**config.mk**
```make
export PLATFORM = sky130hd
export DESIGN_NAME = permuter_rr_scheduler
export DESIGN_NICKNAME = d
export VERILOG_FILES = /design/src/rtl/permuter_rr_scheduler.sv
export SDC_FILE = /design/constraint.sdc
export NUM_CORES = 1
export LEC_CHECK = 0
export BUFFER_PORTS_ARGS = -buffer_cell sky130_fd_sc_hd__buf_2
export CAP_MARGIN = 25
export CORE_AREA = 3 3 123 66
export DETAILED_ROUTE_END_ITERATION = 10
export DIE_AREA = 0 0 126 69
export PLACE_DENSITY_LB_ADDON = 0.08
export SLEW_MARGIN = 20
export SYNTH_ARGS = -nofsm -noshare
export SYNTH_HDL_FRONTEND = slang
export SYNTH_SLANG_ARGS = --single-unit
```
**constraint.sdc**
```tcl
create_clock -name clk -period 5.2 [get_ports clk]
set_input_delay 0.78 -clock clk [delete_from_list [all_inputs] [get_ports clk]]
set_output_delay 0.78 -clock clk [all_outputs]
set_load 0.02 [all_outputs]
```
**src/rtl/permuter_rr_scheduler.sv**
```systemverilog
// -----------------------------------------------------------------------------
// permuter_rr_scheduler
//   Shares one registered 4-lane permuter among NREQ requesters. A round-robin
//   arbiter grants one request at a time. The winning lane data and control
//   word are held on the permuter inputs. The permuted result is returned on a
//   single response channel, tagged with the id of the winning requester.
//
// Ports
//   clk, rst_n     rising-edge clock, asynchronous active-low reset
//   req_valid      per-requester request valid
//   req_ready      per-requester accept; one-hot or zero, only asserted in IDLE
//   req_din        request lane data, slice i belongs to requester i
//   req_control    2-bit permutation select, slice i belongs to requester i
//   perm_din       lane data driven to the permuter (held between transactions)
//   perm_control   control word driven to the permuter
//   perm_dout      permuter result, valid one cycle after it samples its inputs
//   rsp_valid      response valid
//   rsp_ready      response consumer ready
//   rsp_data       permuted data
//   rsp_id         index of the requester the response belongs to
// -----------------------------------------------------------------------------
module permuter_rr_scheduler #(
  parameter  int SIZE = 4,
  parameter  int NREQ = 4,
  localparam int IDW  = $clog2(NREQ)
) (
  input  logic                   clk,
  input  logic                   rst_n,
  input  logic [NREQ-1:0]        req_valid,
  output logic [NREQ-1:0]        req_ready,
  input  logic [NREQ*4*SIZE-1:0] req_din,
  input  logic [NREQ*2-1:0]      req_control,
  output logic [4*SIZE-1:0]      perm_din,
  output logic [1:0]             perm_control,
  input  logic [4*SIZE-1:0]      perm_dout,
  output logic                   rsp_valid,
  input  logic                   rsp_ready,
  output logic [4*SIZE-1:0]      rsp_data,
  output logic [IDW-1:0]         rsp_id
);

  localparam int DW = 4 * SIZE;

  typedef enum logic [1:0] {
    S_IDLE,
    S_ISSUE,
    S_CAPTURE,
    S_RESP
  } state_t;

  state_t          r_state;
  state_t          w_state_nxt;

  logic [IDW-1:0]  r_ptr;
  logic [DW-1:0]   r_perm_din;
  logic [1:0]      r_perm_ctrl;
  logic [DW-1:0]   r_rsp_data;
  logic [IDW-1:0]  r_rsp_id;
  logic            r_rsp_valid;

  logic            w_gnt_found;
  logic [IDW-1:0]  w_gnt_idx;
  logic [IDW-1:0]  w_cand;
  logic            w_accept;
  logic [DW-1:0]   w_sel_din;
  logic [1:0]      w_sel_ctrl;

  // Round-robin search: first valid requester after the last winner, wrapping.
  always_comb begin
    w_gnt_found = 1'b0;
    w_gnt_idx   = '0;
    w_cand      = '0;
    for (int unsigned k = 1; k <= NREQ; k++) begin
      w_cand = IDW'((32'(r_ptr) + k) % NREQ);
      if (!w_gnt_found && req_valid[w_cand]) begin
        w_gnt_found = 1'b1;
        w_gnt_idx   = w_cand;
      end
    end
  end

  // Gating with rst_n keeps every ready low while reset is held, even though
  // the state register already sits in IDLE.
  assign w_accept  = (r_state == S_IDLE) && rst_n && w_gnt_found;
  assign req_ready = w_accept ? (NREQ'(1) << w_gnt_idx) : '0;

  // Winner's data/control mux.
  always_comb begin
    w_sel_din  = '0;
    w_sel_ctrl = '0;
    for (int unsigned i = 0; i < NREQ; i++) begin
      if (32'(w_gnt_idx) == i) begin
        w_sel_din  = req_din[i*DW +: DW];
        w_sel_ctrl = req_control[i*2 +: 2];
      end
    end
  end

  // State register.
  always_ff @(posedge clk or negedge rst_n) begin
    if (!rst_n) begin
      r_state <= S_IDLE;
    end else begin
      r_state <= w_state_nxt;
    end
  end

  // Next-state logic.
  always_comb begin
    w_state_nxt = r_state;
    case (r_state)
      S_IDLE:    if (w_accept) w_state_nxt = S_ISSUE;
      S_ISSUE:   w_state_nxt = S_CAPTURE;
      S_CAPTURE: w_state_nxt = S_RESP;
      S_RESP:    if (rsp_ready) w_state_nxt = S_IDLE;
      default:   w_state_nxt = S_IDLE;
    endcase
  end

  // Datapath registers. perm_din/perm_control only load on accept, so they
  // stay stable for the whole transaction and keep their value afterwards.
  always_ff @(posedge clk or negedge rst_n) begin
    if (!rst_n) begin
      r_ptr       <= IDW'(NREQ - 1);
      r_perm_din  <= '0;
      r_perm_ctrl <= '0;
      r_rsp_data  <= '0;
      r_rsp_id    <= '0;
      r_rsp_valid <= 1'b0;
    end else begin
      if (w_accept) begin
        r_perm_din  <= w_sel_din;
        r_perm_ctrl <= w_sel_ctrl;
        r_rsp_id    <= w_gnt_idx;
        r_ptr       <= w_gnt_idx;
      end
      if (r_state == S_CAPTURE) begin
        r_rsp_data  <= perm_dout;
        r_rsp_valid <= 1'b1;
      end else if ((r_state == S_RESP) && rsp_ready) begin
        r_rsp_valid <= 1'b0;
      end
    end
  end

  assign perm_din     = r_perm_din;
  assign perm_control = r_perm_ctrl;
  assign rsp_valid    = r_rsp_valid;
  assign rsp_data     = r_rsp_data;
  assign rsp_id       = r_rsp_id;

endmodule

```
==> impl_metrics.yaml, run 1 <==
critical_path:
  critPathTopFamily: "simple AND/OR/NAND/NOR gates"
  worst_setup_path_end_kind: "output pin"
  criticalPathCategory: "input pin to output pin"
  crit_slowest_cell: "and3_1"
  critPathBufInv: 2
  start_kind: "input pin"
  path_cells: "buf_2 -> nor2b_1 -> o21bai_1 -> and3_1 -> and3_1 -> buf_2"
  max_stage_delay_ps: 810
  path_max_fanout: 24
  required_ps: 4420
  arrival_ps: 2720
pwr:
  power_mw: 1.90
  p_per_area_nw_per_um2: 596
  p_leak_nw: 1.58
  vdd_drop_max_v: 0.000224
routing:
  drc: 0
  vias: 2188
  drt_wl_total_um: 6970
  ant_nets: 0
  via_per_inst: 4.94
  drtIter0Drc: 106
  highest_layer: "met4"
  wl_met1_um: 3370
  wire_per_inst_um: 15.7
  wl_met3_um: 644
  dr.pass1.iters: 4
  dr_wl_met2_um: 2900
sta:
  tightest_slew_ps: 918
  whs_ps: 475
  fin_crit_sh: 0.673
  fmax_ghz: 0.286
  period_minus_slack_ps: 3500
  fin_worst_skew_ps: 5.34
  hold_viol: 0
  finalSetupTns_ps: 0
  rsz0062_at_grt: "no"
  slew_viol_final: 0
  setup_viol: 0
  worst_slack_ps: 1700
  relSlewSlack: 0.388
synthesis:
  synth_most_common_cell: "dfrtp_1"
  postSynthAreaPerCell_um2: 10.4
  synth_fa_ha_area_frac: 0.0221
  synth-compound-area-share: 0.214
  synth_top_family_by_area: "compound AO/OA/AOI/OAI gates"
  yosys-top-cells-count: "39 x dfrtp_1, 36 x a21oi_1, 21 x nor2_1"
  synth_edf_count: 0
  synthSimpleGateAreaFrac: 0.0835
  synth_seq_cells: 41
  synth_top_area_share: 0.431
  postSynthNetCount: 316
  synth_warnings: 0
  synth_area_um2: 2260
  synth_cell_types: 34
  muxShareOfSynthArea: 0.175
  synthArstFlopShare: 1.00
  synth_ff_type: "dfrtp_1"
  synthTopCellsByArea: "dfrtp_1 43%, a21oi_1 8.0%, mux2_2 8.0%, mux2_1 6.5%, a32oi_1 5.4%"
  ys_seq_area_frac: 0.454
  synth_cells: 217
  synthXorXnorAreaFrac: 0
  synth_top_cell_by_area: "dfrtp_1"
die:
  ios: 136
  die_w_um: 126
  start_util: 0.316
  dieHeight_um: 69
  rows: 22
  die-area_um2: 8690
  core-area_um2: 7160
cts:
  cts_tree: "done"
  clk_pin_slew_worst_paths_ps: 60
  htree_levels: 2
  holdBufCountCts: 0
  cts_post_setup_buffers_inserted: 0
  cts_buffer_depth: 2
  cts-root-buf: "clkbuf_16"
  cts_buffers: 5
  clock-sinks: 41
  clock_latency_ps: 280
  cts-resized-gates: 0
final_layout:
  syn_to_final_growth_pct: 41.2
  instances_no_fill: 443
  drive_gt1_frac: 0.481
  antennaDiodeCount: 0
  final_net_count: 445
grt:
  grt_pass1_vias: 2136
  grt_pass1_wl_um: 11200
  grt.overflow.total: 0
  grt_usage: 0.159
  antenna_found_initial: 0
  grt_start_max_net_pins: 43
job:
  cap_viol_max_count: 0
place:
  io_buffers: 135
  post-place-ws_ps: 1690
  routabilityCongestion: 0.821
  place_hpwl_um: 5280
  dp_cells: 435
run_status:
  run_status: "finished, final reports clean"
min_path:
  hp-class: "flip-flop to flip-flop"
routing by layer:
metal / track usage / vias to the layer above
li1: - / 1056
met5: 0 / -
met4: 0.0369 / 0
met1: 0.231 / 1035
met2: 0.222 / 89
met3: 0.0619 / 8
flip-flops by register name, summed over array words and instances, names as in the netlist:
| register | flops |
|---|---|
| perm_control | 2 |
| perm_din | 16 |
| r_ptr | 2 |
| r_state | 2 |
| rsp_data | 16 |
| rsp_id | 2 |
| rsp_valid | 1 |
metrics by stage:
stage | instance area (µm²) | utilization
floorplan | 2260 | -
detailed placement | 3020 | 0.422
global placement | 3010 | 0.420
finish | 3200 | 0.447
CTS | 3200 | 0.447
global route | 3200 | 0.447
layout by cell type (no fill, tap or decap), drive strengths merged, types with 2 or more instances in the layout:
cell type and instances:
nor3b 3, nand2b 2, clkbuf 7, a22o 3, buf 139, a32oi 14
nor2b 2, inv 8, mux2i 7, nand2 8, and3 3, dfstp 2
a31oi 3, mux2 29, dfrtp 39, nor2 21, o21ai 2, a211o 3
ha 4, a21oi 36
power breakdown:
group	internal [mW]	switching [mW]
Sequential	0.489	0.0937
Combinational	0.396	0.564
Clock	0.240	0.121
Total	1.13	0.779
cell type report:
type / instances / area (µm²)
clock buffer: 7 / 143
tap: 96 / 120
inverter: 8 / 30.0
fill: 750 / 3960
timing repair buffer: 139 / 713
multi-input combinational: 151 / 1130
clock inverter: 1 / 30.0
sequential: 41 / 1030
final timing paths:
path | startpoint | end | slack [ps] | cells after the start
setup / recovery | req_valid[1] | req_ready[2] | 1700 | 6
hold / removal | rsp_valid | rsp_valid | 480 | 1
setup reg to reg | r_ptr[1] | perm_din[0] | 2760 | 6
hold reg to reg | rsp_valid | rsp_valid | 480 | 1
max in group asynchronous | rst_n | perm_din[3] | 4190 | 2
min in group asynchronous | rst_n | rsp_data[3] | 610 | 2
logic make-up (layout without fill, tap and decap cells):
logic type | count (synthesis) | in the layout
muxes | 36 | 36
AOI/OAI and AO/OA | 70 | 70
DFF | 41 | 41
adders and majority gates | 4 | 4
buffers and inverters | 25 | 155
and+or+nand+nor | 41 | 41
No activity file was read; power rests on OpenSTA's default activity.
==> run 2, diff against run 1 <==
Clock period 5.2 ns to 3.5 ns, I/O delays scaled along.
==> run 2 against run 1 <==
Net effect:
- combinational power increased by 53%
- first-iteration DRC count decreased by 2.8%
- clock-buffer cell count unchanged
- critical path type unchanged
==> impl_metrics.yaml, run 2 (same netlist as run 1, synthesis figures left out) <==
routing:
  drtIter0Drc: 103
  vias: 2179
  via_per_inst: 4.86
  dr.pass1.iters: 4
  drt_wl_total_um: 7200
  wire_per_inst_um: 16.1
  ant_nets: 0
  drc: 0
sta:
  period_minus_slack_ps: 2720
  fin_worst_skew_ps: 9.04
  rsz0062_at_grt: "no"
  hold_viol: 0
  setup_viol: 0
  tightest_slew_ps: 839
  relSlewSlack: 0.441
  slew_viol_final: 0
  finalSetupTns_ps: 0
  fmax_ghz: 0.368
  fin_crit_sh: 0.777
die:
  rows: 22
  start_util: 0.316
  die-area_um2: 8690
  dieHeight_um: 69
  core-area_um2: 7160
  die_w_um: 126
  ios: 136
cts:
  cts_buffers: 5
  cts-resized-gates: 0
  cts_post_setup_buffers_inserted: 0
  clock-sinks: 41
  clk_pin_slew_worst_paths_ps: 60
  holdBufCountCts: 0
  cts_tree: "done"
  clock_latency_ps: 290
  cts-root-buf: "clkbuf_16"
  htree_levels: 2
  cts_buffer_depth: 2
critical_path:
  path_max_fanout: 20
  arrival_ps: 2190
  crit_slowest_cell: "a311oi_4"
  required_ps: 2970
  critPathTopFamily: "buffers and inverters"
  start_kind: "input pin"
  path_cells: "buf_2 -> or2_4 -> a311oi_4 -> buf_4 -> nand2_1 -> nor2_1 -> buf_2"
  worst_setup_path_end_kind: "output pin"
  criticalPathCategory: "input pin to output pin"
  cp_common_cell: "buf_2"
  critPathBufInv: 3
  max_stage_delay_ps: 390
  reg2reg_slack_ps: 1370
grt:
  grt_usage: 0.167
  grt_start_max_net_pins: 43
  grt.overflow.total: 0
  grt_pass1_vias: 2251
  antenna_found_initial: 0
  grt_pass1_wl_um: 11700
place:
  routabilityCongestion: 0.781
  io_buffers: 135
  dp_cells: 440
  place_hpwl_um: 5440
final_layout:
  antennaDiodeCount: 0
  mostFrequentLayoutCell: "buf_2"
  drive_gt1_frac: 0.489
  instances_no_fill: 448
  syn_to_final_growth_pct: 42.5
  layout_common_cells: "135 x buf_2, 39 x dfrtp_1, 36 x a21oi_1, 21 x nor2_1, 16 x mux2_2"
  final_net_count: 450
job:
  cap_viol_max_count: 0
pwr:
  swShare: 0.413
  p_comb_frac: 0.508
  p_per_area_nw_per_um2: 894
  vdd_drop_max_v: 0.000304
  intPower_mw: 1.69
  clkPwrFrac: 0.190
  p_switching_mw: 1.19
  seqPwrFrac: 0.302
  p_leak_nw: 1.60
run_status:
  run_status: "finished, final reports clean"
min_path:
  hp-class: "input pin to asynchronous set/reset pin"
run 2: changes by cell type in the layout (fill, tap and decap cells not counted), sizes merged:
cell  previous run  this run
buf            139       144
run 2: layer usage:
| layer | global-route usage | up-vias | share of wire |
|---|---|---|---|
| li1 | - | 1066 | - |
| met1 | 0.252 | 1023 | 0.50 |
| met2 | 0.231 | 82 | 0.42 |
| met3 | 0.0495 | 8 | 0.079 |
| met4 | 0.0428 | 0 | 0.0097 |
| met5 | 0 | - | 0 |
run 2: per-stage QoR:
step / setup WS (ps) / area [µm²] / hold slack [ps] / util / total power, mW
after floorplan: 983 / 2260 / 229 / - / 1.85
after global placement: 805 / 3050 / 459 / 0.427 / 2.35
after detailed placement: 779 / 3050 / 466 / 0.427 / 2.36
after CTS: 767 / 3230 / 376 / 0.451 / 2.91
after global routing: 650 / 3230 / 405 / 0.451 / 3.09
final: 782 / 3230 / 342 / 0.451 / 2.88
run 2: final timing paths:
| path | to | cells past startpoint | from |
|---|---|---|---|
| setup / recovery | req_ready[3] | 7 | req_valid[1] |
| hold / removal | rsp_data[10] | 2 | rst_n |
| setup reg to reg | perm_din[4] | 6 | r_ptr[1] |
| hold reg to reg | rsp_valid | 1 | rsp_valid |
| max in group asynchronous | perm_din[1] | 2 | rst_n |
| min in group clk | rsp_data[10] | 2 | perm_dout[10] |
run 2: cell type report:
type | instances | area (µm²)
tap | 96 | 120
sequential | 41 | 1030
multi-input combinational | 151 | 1130
clock buffer | 7 | 143
clock inverter | 1 | 30.0
fill | 717 | 3930
inverter | 8 | 30.0
timing repair buffer | 144 | 743
run 2: power groups by stage:
stage / Sequential (mW) / Combinational, mW / Clock (mW)
after floorplan: 1.12 / 0.734 / 0
after global routing: 0.904 / 1.61 / 0.578
final: 0.870 / 1.47 / 0.548
after detailed placement: 0.871 / 1.49 / 0
after global placement: 0.875 / 1.47 / 0
after CTS: 0.872 / 1.49 / 0.557
